<file path="src/rtl/coord_frame_parser.sv">
// Frames ASCII "<x>,<y>\n" coordinate messages from a UART byte stream into two
// 32-bit unsigned values; malformed frames pulse frame_error and are skipped.
module coord_frame_parser #(
   parameter int unsigned MAX_DIGITS = 6
) (
   input  logic        clock,
   input  logic        reset,
   input  logic [7:0]  rx_data,
   input  logic        rx_valid,
   output logic [31:0] x_out,
   output logic [31:0] y_out,
   output logic        coord_valid,
   output logic        frame_error,
   output logic [7:0]  err_count,
   output logic        busy
);

   localparam logic [3:0] MaxCnt = 4'(MAX_DIGITS);

   typedef enum logic [1:0] {StIdle, StX, StY, StSkip} state_e;

   state_e      state_q, state_d;
   logic [31:0] acc_q, acc_d;
   logic [3:0]  cnt_q, cnt_d;
   logic [31:0] stage_q, stage_d;
   logic [31:0] x_q, x_d;
   logic [31:0] y_q, y_d;
   logic [7:0]  err_q, err_d;
   logic        coord_valid_q, frame_error_q, busy_q;

   logic        is_digit, is_comma, is_nl, is_cr;
   logic        cnt_full;
   logic [31:0] digit_val;

   // Byte-level events decided by the FSM; the datapath acts on them.
   logic        ev_first, ev_digit, ev_to_y, ev_commit, ev_error;

   assign is_digit  = (rx_data >= 8'h30) && (rx_data <= 8'h39);
   assign is_comma  = (rx_data == 8'h2C);
   assign is_nl     = (rx_data == 8'h0A);
   assign is_cr     = (rx_data == 8'h0D);
   assign cnt_full  = (cnt_q >= MaxCnt);
   assign digit_val = {28'd0, rx_data[3:0]};

   // State register and all registered outputs.
   always_ff @(posedge clock) begin
      if (reset) begin
         state_q       <= StIdle;
         acc_q         <= '0;
         cnt_q         <= '0;
         stage_q       <= '0;
         x_q           <= '0;
         y_q           <= '0;
         err_q         <= '0;
         coord_valid_q <= 1'b0;
         frame_error_q <= 1'b0;
         busy_q        <= 1'b0;
      end else begin
         state_q       <= state_d;
         acc_q         <= acc_d;
         cnt_q         <= cnt_d;
         stage_q       <= stage_d;
         x_q           <= x_d;
         y_q           <= y_d;
         err_q         <= err_d;
         coord_valid_q <= ev_commit;
         frame_error_q <= ev_error;
         busy_q        <= (state_d != StIdle);
      end
   end

   // Next-state logic; carriage returns and idle cycles never move the FSM.
   always_comb begin
      state_d   = state_q;
      ev_first  = 1'b0;
      ev_digit  = 1'b0;
      ev_to_y   = 1'b0;
      ev_commit = 1'b0;
      ev_error  = 1'b0;
      if (rx_valid && !is_cr) begin
         unique case (state_q)
            StIdle: begin
               if (is_digit) begin
                  ev_first = 1'b1;
                  state_d  = StX;
               end else if (!is_nl) begin
                  ev_error = 1'b1;
                  state_d  = StSkip;
               end
            end
            StX: begin
               if (is_digit && !cnt_full) begin
                  ev_digit = 1'b1;
               end else if (is_comma && (cnt_q != 4'd0)) begin
                  ev_to_y = 1'b1;
                  state_d = StY;
               end else if (is_nl) begin
                  ev_error = 1'b1;
                  state_d  = StIdle;
               end else begin
                  ev_error = 1'b1;
                  state_d  = StSkip;
               end
            end
            StY: begin
               if (is_digit && !cnt_full) begin
                  ev_digit = 1'b1;
               end else if (is_nl && (cnt_q != 4'd0)) begin
                  ev_commit = 1'b1;
                  state_d   = StIdle;
               end else if (is_nl) begin
                  ev_error = 1'b1;
                  state_d  = StIdle;
               end else begin
                  ev_error = 1'b1;
                  state_d  = StSkip;
               end
            end
            StSkip: begin
               if (is_nl) begin
                  state_d = StIdle;
               end
            end
            default: state_d = StIdle;
         endcase
      end
   end

   // Datapath: accumulator, staging register, published pair and error counter.
   always_comb begin
      acc_d   = acc_q;
      cnt_d   = cnt_q;
      stage_d = stage_q;
      x_d     = x_q;
      y_d     = y_q;
      err_d   = err_q;
      if (ev_first) begin
         acc_d = digit_val;
         cnt_d = 4'd1;
      end else if (ev_digit) begin
         acc_d = (acc_q * 32'd10) + digit_val;
         cnt_d = cnt_q + 4'd1;
      end else if (ev_to_y) begin
         stage_d = acc_q;
         acc_d   = '0;
         cnt_d   = '0;
      end else if (ev_commit) begin
         x_d     = stage_q;
         y_d     = acc_q;
         stage_d = '0;
         acc_d   = '0;
         cnt_d   = '0;
      end else if (ev_error) begin
         stage_d = '0;
         acc_d   = '0;
         cnt_d   = '0;
         if (err_q != 8'hFF) begin
            err_d = err_q + 8'd1;
         end
      end
   end

   assign x_out       = x_q;
   assign y_out       = y_q;
   assign coord_valid = coord_valid_q;
   assign frame_error = frame_error_q;
   assign err_count   = err_q;
   assign busy        = busy_q;

endmodule

</file>
<file path="config.mk">
export PLATFORM = sky130hd
export DESIGN_NAME = coord_frame_parser
export DESIGN_NICKNAME = d
export VERILOG_FILES = /design/src/rtl/coord_frame_parser.sv
export SDC_FILE = /design/constraint.sdc
export NUM_CORES = 1
export LEC_CHECK = 0
export CAP_MARGIN = 40
export CORE_ASPECT_RATIO = 0.7
export CORE_UTILIZATION = 30
export DETAILED_ROUTE_END_ITERATION = 8
export PLACE_DENSITY = 0.52
export SLEW_MARGIN = 20
export SYNTH_ARGS = -nofsm -noshare
export SYNTH_HDL_FRONTEND = slang
export SYNTH_SLANG_ARGS = --single-unit
</file>
<file path="constraint.sdc">
create_clock -name clock -period 4.4 [get_ports clock]
set_clock_uncertainty 0.05 [all_clocks]
set_input_delay 1.32 -clock clock [delete_from_list [all_inputs] [get_ports clock]]
set_output_delay 1.32 -clock clock [all_outputs]
set_load 0.01 [all_outputs]
</file>
---- Word-level counts from Yosys, hierarchy flattened ----
Cells that the tools add are included.
storage, ports and cells
  register bits after elaboration ......... 145
  latch bits .............................. 0
  RAM bits ................................ 0
  memory bits (read-only) ................. 0
  input bits .............................. 11
  output and inout port bits .............. 75
  logic and storage cells ................. 91
  memories kept ........................... 0
cells by class
  $add $sub $neg .......................... 3
  multipliers ............................. 1
  div/mod/pow operators ................... 0
  order comparisons ....................... 3
  eq/ne operators ......................... 7
  shifts and indexed selects .............. 0
  mux-type cells .......................... 43
  bitwise operators ....................... 4
  reduce and logical (&&, ||, !) cells .... 18
operators with widths
  cell                                                                    number
  32-bit two-way mux                                                      5
  32-bit by 4-bit adder with 32-bit output                                1
  32-bit by 3-bit multiplier with 31-bit output (second input constant)   1
  1-bit two-way mux                                                       22
  4-bit two-way mux                                                       5
  2-bit two-way mux                                                       9
  8-bit by 4-bit equality test with 1-bit output (second input constant)  2
  8-bit by 1-bit adder with 8-bit output (second input constant)          1
  8-bit by 6-bit equality test with 1-bit output (second input constant)  1
  8-bit by 6-bit >= comparator with 1-bit output (second input constant)  1
  8-bit by 6-bit <= comparator with 1-bit output (second input constant)  1
  8-bit inequality test (second input constant)                           1
  2-bit case mux with 4 select lines                                      1
  4-bit nonzero test                                                      2
  6-bit AND reduction                                                     1
  1-bit logical AND                                                       5
  5-bit nonzero test                                                      1
  4-bit by 1-bit adder with 4-bit output (second input constant)          1
  2-bit equality test (second input constant)                             2
  4-bit by 3-bit >= comparator with 1-bit output (second input constant)  1
  1-bit NOT                                                               4
  4-bit AND reduction                                                     1
  2-bit OR reduction                                                      2
  1-bit case mux with 3 select lines                                      1
  6 further kinds                                                         7

---- Depth between registers and ports, before layout ----
Gate-level depths: netlist of the first run.
  depth after elaboration ................. 11
  depth in mapped cells ................... 13
  gate-level depth less buffers ........... 13

---- Worst setup path after synthesis of the first run ----
OpenSTA, ideal clock, no wires.
  path type ............................... input port to flip-flop
  start ................................... input port rx_data[5]
  end ..................................... register err_q[5] (netlist: err_count[5])
  library setup time ...................... 0.070 ns
  arrival time ............................ 3.537 ns
  data required time ...................... 4.280 ns
  slack ................................... 0.742 ns
  cell stages on the path ................. 10
  buffers on the path ..................... 1
  cell sequence ........................... or4_1 o21a_1 and3_1 clkbuf_1 nor2_1 nand2_1 nor3_4 nand4_1 or3_1 a21oi_1
on the way
  longest elaborated chain between the ends .. 8
  elaborated cells on any way between the ends .. 38
  those cells by class .................... 2 x order compare; 3 x eq/ne; 22 x mux; 4 x bitwise; 7 x reduce/logical
RTL lines
  item                                                                                                    line  RTL
  start: declaration                                                                                      8     input logic [7:0] rx_data,
  parallel branches: the longest is 7 deep, another holds 8-bit by 6-bit >= comparator with 1-bit output  --
  6-bit AND reduction (no source line) *                                                                  --
  end signal: assignment                                                                                  65    err_q <= err_d;
  end: declaration                                                                                        28    logic [7:0] err_q, err_d;
Mark *: on every way between the ends.
A chain may end at the register's enable or synchronous reset.

---- Final worst setup path of the first run ----
  start ................................... register acc_q[1]
  end ..................................... register acc_q[22]
on the way
  longest elaborated chain between the ends .. 3
RTL lines
  item                                           line  RTL
  start: declaration                             23    logic [31:0] acc_q, acc_d;
  start signal: assignment                       49    acc_q <= '0;
  start signal: assignment                       60    acc_q <= acc_d;
  32-bit by 3-bit multiplier with 31-bit output  141   acc_d = (acc_q * 32'd10) + digit_val;
  32-bit by 4-bit adder with 32-bit output       141
  32-bit two-way mux                             140   end else if (ev_digit) begin
No other way between the ends.

==> results of run 1 <==
[synthesized netlist by cell type, types with 3 or more instances]
cell	n
sky130_fd_sc_hd__nor2b_1	3
sky130_fd_sc_hd__nand3_1	15
sky130_fd_sc_hd__nand3b_4	3
sky130_fd_sc_hd__clkbuf_1	35
sky130_fd_sc_hd__or4_1	3
sky130_fd_sc_hd__and3_1	6
sky130_fd_sc_hd__dfxtp_1	145
sky130_fd_sc_hd__nor2_1	99
sky130_fd_sc_hd__o21ai_1	9
sky130_fd_sc_hd__a211oi_2	3
sky130_fd_sc_hd__a21o_1	4
sky130_fd_sc_hd__o21a_1	6
sky130_fd_sc_hd__a22oi_1	46
sky130_fd_sc_hd__nor3_2	3
sky130_fd_sc_hd__a21oi_1	104
sky130_fd_sc_hd__ha_1	66
sky130_fd_sc_hd__xnor2_1	32
sky130_fd_sc_hd__nor3_1	14
sky130_fd_sc_hd__o21ai_0	37
sky130_fd_sc_hd__nor4_1	4
sky130_fd_sc_hd__buf_1	6
sky130_fd_sc_hd__buf_2	12
sky130_fd_sc_hd__a31oi_1	4
sky130_fd_sc_hd__inv_1	18
sky130_fd_sc_hd__xor2_1	21
sky130_fd_sc_hd__nor3b_1	4
sky130_fd_sc_hd__nand2_1	205
sky130_fd_sc_hd__nand4_1	7
sky130_fd_sc_hd__a211oi_1	3
sky130_fd_sc_hd__nand2b_1	3
sky130_fd_sc_hd__nand3b_1	4
sky130_fd_sc_hd__o211ai_1	7
sky130_fd_sc_hd__and2_1	6
sky130_fd_sc_hd__or3_1	4
sky130_fd_sc_hd__and4_1	4
[logic make-up (layout without fill, tap and decap cells)]
| logic type | Yosys count | count (layout) | synth area share |
|---|---|---|---|
| xor gates and xnor gates | 54 | 54 | 0.0596 |
| AOI/OAI and AO/OA | 254 | 254 | 0.202 |
| and+or+nand+nor | 403 | 403 | 0.232 |
| adders and majority gates | 68 | 68 | 0.107 |
| muxes | 2 | 2 | 0.00248 |
| buffers and inverters | 73 | 165 | 0.0365 |
| DFF | 145 | 145 | 0.360 |
[how the worst min path moves through the flow]
stage                                  startpoint                     end  slack, ns  depth (start not counted)
after CTS                  x_out[17]$_SDFFE_PP0P_  x_out[17]$_SDFFE_PP0P_       0.40                          2
after global routing       x_out[16]$_SDFFE_PP0P_  x_out[16]$_SDFFE_PP0P_       0.42                          2
after detailed placement   y_out[26]$_SDFFE_PP0P_  y_out[26]$_SDFFE_PP0P_       0.39                          2
final                      x_out[17]$_SDFFE_PP0P_  x_out[17]$_SDFFE_PP0P_       0.40                          2
after global placement     x_out[10]$_SDFFE_PP0P_  x_out[10]$_SDFFE_PP0P_       0.39                          2
after floorplan           stage_q[0]$_SDFFE_PP0P_   x_out[0]$_SDFFE_PP0P_       0.39                          2
[stage by stage]
| step | utilization | power, mW |
|---|---|---|
| floorplan | - | 1.46 |
| global placement | 0.360 | 1.53 |
| detailed placement | 0.360 | 1.53 |
| CTS | 0.383 | 3.02 |
| global route | 0.383 | 3.09 |
| finish | 0.383 | 2.97 |
[layer usage]
layer	up-vias	wire length, µm	GRT usage
li1	3670	-	-
met1	3319	13600	0.283
met2	160	8130	0.213
met3	13	1060	0.0370
met4	0	196	0.0379
met5	-	0	0
[critical path, cell delays in order (launching register included)]
cell and delay (ns):
sky130_fd_sc_hd__dfxtp_1 0.47, sky130_fd_sc_hd__ha_1 0.28, sky130_fd_sc_hd__ha_1 0.23, sky130_fd_sc_hd__fa_1 0.42
sky130_fd_sc_hd__a211oi_2 0.36, sky130_fd_sc_hd__nor2_1 0.18, sky130_fd_sc_hd__a21o_1 0.25, sky130_fd_sc_hd__nor4b_4 0.38
sky130_fd_sc_hd__nand3_1 0.32, sky130_fd_sc_hd__nor3_2 0.48, sky130_fd_sc_hd__and4b_1 0.27, sky130_fd_sc_hd__xnor2_1 0.17
sky130_fd_sc_hd__o21ai_0 0.11
[final cells by class]
class	count	area, µm²	area share
multi-input cells	781	4870	0.488
clock inverters	13	161	0.0162
repair buffers	116	1110	0.111
clock buffers	18	429	0.0430
flip-flops and latches	145	2900	0.291
well taps	357	447	0.0447
inverters	18	67.6	0.00677
[flip-flops by register name, indices dropped and copies added (netlist names), 2 cells and up]
signal and flops:
x_out 32, stage_q 32, y_out 32, err_count 8
state_q 2, acc_q 32, cnt_q 4
[power groups by stage]
stage	combinational (mW)	sequential, mW	clock [mW]
floorplan	0.0972	1.36	0
global placement	0.172	1.36	0
detailed placement	0.170	1.36	0
CTS	0.172	1.33	1.51
global route	0.186	1.33	1.57
finish	0.172	1.33	1.47
==> impl_metrics.tcl, run 1 <==
set metrics [dict create \
    setup.worst_path.start "acc_q[1]$_SDFFE_PP0P_" \
    io-pin-count 86 \
    grt_overflow_total 0 \
    clock_sink_count 145 \
    origin_of_the_critical_flop_to_flop_path "acc_q[1]$_SDFFE_PP0P_" \
    layout-drive-gt1-share 0.0825 \
    p_leak_nw 3.76 \
    track_usage 0.171 \
    endpoint "acc_q[22]$_SDFFE_PP0P_" \
    wl_mm 22.9 \
    start_util 0.309 \
    fp.coreArea_um2 26100 \
    diodes 0 \
    layoutNonFillerInstCount 1448 \
    power.internal_mw 2.27 \
    hpwl_mm 16.7 \
    global_route_wire_length_before_repair_mm 37.2 \
    regToRegEndpoint "acc_q[22]$_SDFFE_PP0P_" \
    yosysSeqAreaShare 0.360 \
    drtAntennaViolNets 0 \
    worst_pin_slew_ns 0.811 \
    drt_drc_violations_left 0 \
    ys.warnings.count 0 \
    finalSetupViolations 0 \
    vias_in_the_first_global_route 6688 \
    die-area_um2 27500 \
    cts_made_buffers 17 \
    combinationalPowerShare 0.058 \
    max-cap-violations 0 \
    min_path_type "register to register" \
    start_kind "register" \
    timing.final.crit_period_ns 4.07 \
    layout.filler_cells 2686 \
    routed_wire_length_per_instance_um 15.8 \
    ir_worst_vdd_mv 0.254 \
    grt_start_max_net_pins 75 \
    post-place-cells 1417 \
    criticalPathCategory "register to register" \
    critical_path_arrival_ns 4.34 \
    leading_cell_type_in_the_layout_fill_and_taps_excluded "sky130_fd_sc_hd__nand2_1" \
    dr.first_iter.drc_count 448 \
    via_count 7162 \
    tritoncts "yes" \
    post-synth-top-area-fraction 0.360 \
    cells_taking_the_most_area_after_synthesis "sky130_fd_sc_hd__dfxtp_1 (36%), sky130_fd_sc_hd__ha_1 (10%), sky130_fd_sc_hd__nand2_1 (9.5%)" \
    slew-limit-headroom 0.459 \
    worst-path-max-fanout 6 \
    fin_setup_tns_ns 0 \
    netlist.top_cell.by_area "sky130_fd_sc_hd__dfxtp_1" \
    dominantRegCellSynth "sky130_fd_sc_hd__dfxtp_1" \
    timing.fmax_ghz 0.246 \
    die-height_um 139 \
    grt_setup_unrepaired "false" \
    cp.required_ns 4.67 \
    slew_viol_final 0 \
    port_buffers 85 \
    mappedNetlistNets 1078 \
    num-nets-final 1158 \
    power_density_over_cell_area_nw_per_um2 298 \
    postCtsResizedCells 0 \
    placement.cell_area_um2 9390 \
    final.setup.worst_slack_ns 0.332 \
    finalHoldViolCount 0 \
    number_of_storage_elements_in_the_synthesis_netlist 145 \
    synthDistinctLibCells 80 \
    gp_routability_congestion 0.847 \
    clock_slew_seen_by_the_registers_of_the_worst_setup_and_hold_paths_ns 0.07 \
    pre_cts_slack_ns 0.131 \
    regToRegSetupSlack_ns 0.33 \
    syn-instance-count 999 \
    htreeDepth 4 \
    layout.cells.most_common_list "sky130_fd_sc_hd__nand2_1 (205), sky130_fd_sc_hd__dfxtp_1 (145), sky130_fd_sc_hd__a21oi_1 (104)" \
    number_of_antenna_violations_at_the_first_check_in_global_routing 0 \
    via_count_normalized_by_instance_count 4.95 \
    areaGrowthSynthToFinish_pct 23.9 \
    cts_root_buf "sky130_fd_sc_hd__clkbuf_16" \
    clock_insertion_delay_worst_skew_ns 0.43 \
    p_seq_frac 0.448 \
    final_design_area_no_fill_um2 9980 \
    r2r.worst_path.cells 12 \
    switchingPower_uw 698 \
    cts_setup_buffers 0 \
    cts_hold_buf 0 \
    die_width_um 198 \
    final.hold.worst_slack_ns 0.400 \
    netlist_area_um2 8060 \
    syn-mean-instance-area_um2 8.07 \
    clkPwrFrac 0.494 \
    timing.final.crit_share 0.925 \
    worst_setup_path_end_kind "register" \
    synth_enable_flop_cells 0 \
    num_rows 49 \
    drt_pass1_iterations 5 \
    cts.path.max_buffers 2 \
    ys_async_sr_fraction 0 \
    switching_power_share_of_the_total 0.235 \
    status "finished clean" \
]
(Power assumes the default switching activity.)
==> run 2, diff against run 1 <==
Clock period 4.4 ns to 4.1 ns, I/O delays scaled along.
==> impl_metrics.tcl, run 2 (synthesis gave the netlist of run 1 again) <==
set metrics [dict create \
    routed_wire_length_per_instance_um 15.7 \
    drtAntennaViolNets 0 \
    clock_insertion_delay_worst_skew_ns 0.44 \
    switchingPower_uw 780 \
    hpwl_mm 17.0 \
    ir_worst_vdd_mv 0.281 \
    post-place-cells 1441 \
    worst-path-max-fanout 5 \
    num-nets-final 1182 \
    critical_path_arrival_ns 4.14 \
    num_rows 49 \
    final.hold.worst_slack_ns 0.398 \
    status "finished clean" \
    drt_pass1_iterations 5 \
    port_buffers 85 \
    via_count_normalized_by_instance_count 4.99 \
    vias_in_the_first_global_route 6810 \
    layoutNonFillerInstCount 1473 \
    p_seq_frac 0.446 \
    clock_slew_seen_by_the_registers_of_the_worst_setup_and_hold_paths_ns 0.07 \
    placement.cell_area_um2 9600 \
    io-pin-count 86 \
    gp_routability_congestion 0.881 \
    timing.fmax_ghz 0.258 \
    power.internal_mw 2.42 \
    track_usage 0.173 \
    leading_cell_type_in_the_layout_fill_and_taps_excluded "sky130_fd_sc_hd__nand2_1" \
    final.setup.worst_slack_ns 0.231 \
    cts_made_buffers 17 \
    clock_sink_count 145 \
    grt_setup_unrepaired "false" \
    tritoncts "yes" \
    power_density_over_cell_area_nw_per_um2 314 \
    hold_depth 2 \
    timing.final.crit_share 0.944 \
    grt_overflow_total 0 \
    report.power.total_mw 3.20 \
    r2r.worst_path.cells 14 \
    worst_setup_path_end_kind "register" \
    die-height_um 139 \
    timing.final.crit_period_ns 3.87 \
    cts_root_buf "sky130_fd_sc_hd__clkbuf_16" \
    dr.first_iter.drc_count 613 \
    cts.path.max_buffers 2 \
    final_design_area_no_fill_um2 10200 \
    util_after_layout 0.392 \
    clkPwrFrac 0.493 \
    min_path_type "register to register" \
    layout.filler_cells 2710 \
    switching_power_share_of_the_total 0.244 \
    number_of_antenna_violations_at_the_first_check_in_global_routing 0 \
    die-area_um2 27500 \
    start_kind "register" \
    layout.cells.most_common_list "sky130_fd_sc_hd__nand2_1 (205), sky130_fd_sc_hd__dfxtp_1 (145), sky130_fd_sc_hd__a21oi_1 (104)" \
    slew_viol_final 0 \
    areaGrowthSynthToFinish_pct 26.6 \
    fin_setup_tns_ns 0 \
    drt_drc_violations_left 0 \
    cts_hold_buf 0 \
    finalHoldViolCount 0 \
    slew-limit-headroom 0.509 \
    cp.required_ns 4.37 \
    combinationalPowerShare 0.061 \
    max-cap-violations 0 \
    fp.coreArea_um2 26100 \
    wl_mm 23.1 \
    p_leak_nw 3.89 \
    start_util 0.309 \
    diodes 0 \
    via_count 7353 \
    layout-drive-gt1-share 0.106 \
    criticalPathCategory "register to register" \
    die_width_um 198 \
    finalSetupViolations 0 \
    pre_cts_slack_ns -0.149 \
    grt_start_max_net_pins 68 \
    global_route_wire_length_before_repair_mm 37.4 \
    worst_pin_slew_ns 0.737 \
    htreeDepth 4 \
]
run 2: cell count changes in the layout (fill, tap and decap cells not counted), moves of 2 or more:
cell and delta:
sky130_fd_sc_hd__buf_4 +22, sky130_fd_sc_hd__buf_12 +2, sky130_fd_sc_hd__clkinv_2 -2, sky130_fd_sc_hd__inv_6 +2
run 2: layer usage:
| metal | up-vias | wire [µm] | global-route usage |
|---|---|---|---|
| li1 | 3717 | - | - |
| met1 | 3424 | 13200 | 0.281 |
| met2 | 191 | 8280 | 0.215 |
| met3 | 21 | 1410 | 0.0464 |
| met4 | 0 | 233 | 0.0384 |
| met5 | - | 0 | 0 |
run 2: final timing paths:
path | start | end | slack, ns
min reg2reg | x_out[11]$_SDFFE_PP0P_ | x_out[11]$_SDFFE_PP0P_ | 0.40
max reg2reg | acc_q[3]$_SDFFE_PP0P_ | acc_q[31]$_SDFFE_PP0P_ | 0.23
max | acc_q[3]$_SDFFE_PP0P_ | acc_q[31]$_SDFFE_PP0P_ | 0.23
min | x_out[11]$_SDFFE_PP0P_ | x_out[11]$_SDFFE_PP0P_ | 0.40
run 2: power groups by stage:
stage	Combinational [mW]	Clock (mW)	Sequential, mW
5_1_grt	0.214	1.68	1.43
3_5_place_dp	0.196	0	1.46
3_3_place_gp	0.197	0	1.46
6_report	0.196	1.58	1.43
2_1_floorplan	0.104	0	1.46
4_1_cts	0.196	1.61	1.43
run 2: what timing repair did:
action | CTS | global route
endpoints found under the setup margin | 0 | 5
setup buffers | 0 | 0
resized for setup | 0 | 5
run 2: area by class of cell:
cell class,count,area [µm²],area share
Multi-Input combinational cell,781,4880,0.479
Tap cell,357,447,0.0438
Sequential cell,145,2900,0.284
Inverter,18,67.6,0.00662
Clock buffer,19,443,0.0434
Clock inverter,13,150,0.0147
Timing Repair Buffer,140,1310,0.128
run 2: worst max-delay path, cell delays in order (launching register included):
cell and delay, ns:
sky130_fd_sc_hd__dfxtp_1 0.44, sky130_fd_sc_hd__ha_1 0.27, sky130_fd_sc_hd__ha_1 0.23, sky130_fd_sc_hd__fa_1 0.42
sky130_fd_sc_hd__a211oi_2 0.34, sky130_fd_sc_hd__o31ai_4 0.16, sky130_fd_sc_hd__o211ai_1 0.43, sky130_fd_sc_hd__o211ai_1 0.16
sky130_fd_sc_hd__nor3_1 0.21, sky130_fd_sc_hd__buf_4 0.18, sky130_fd_sc_hd__and4bb_1 0.25, sky130_fd_sc_hd__and4_1 0.22
sky130_fd_sc_hd__and4_1 0.20, sky130_fd_sc_hd__xnor2_1 0.12, sky130_fd_sc_hd__o21ai_1 0.07
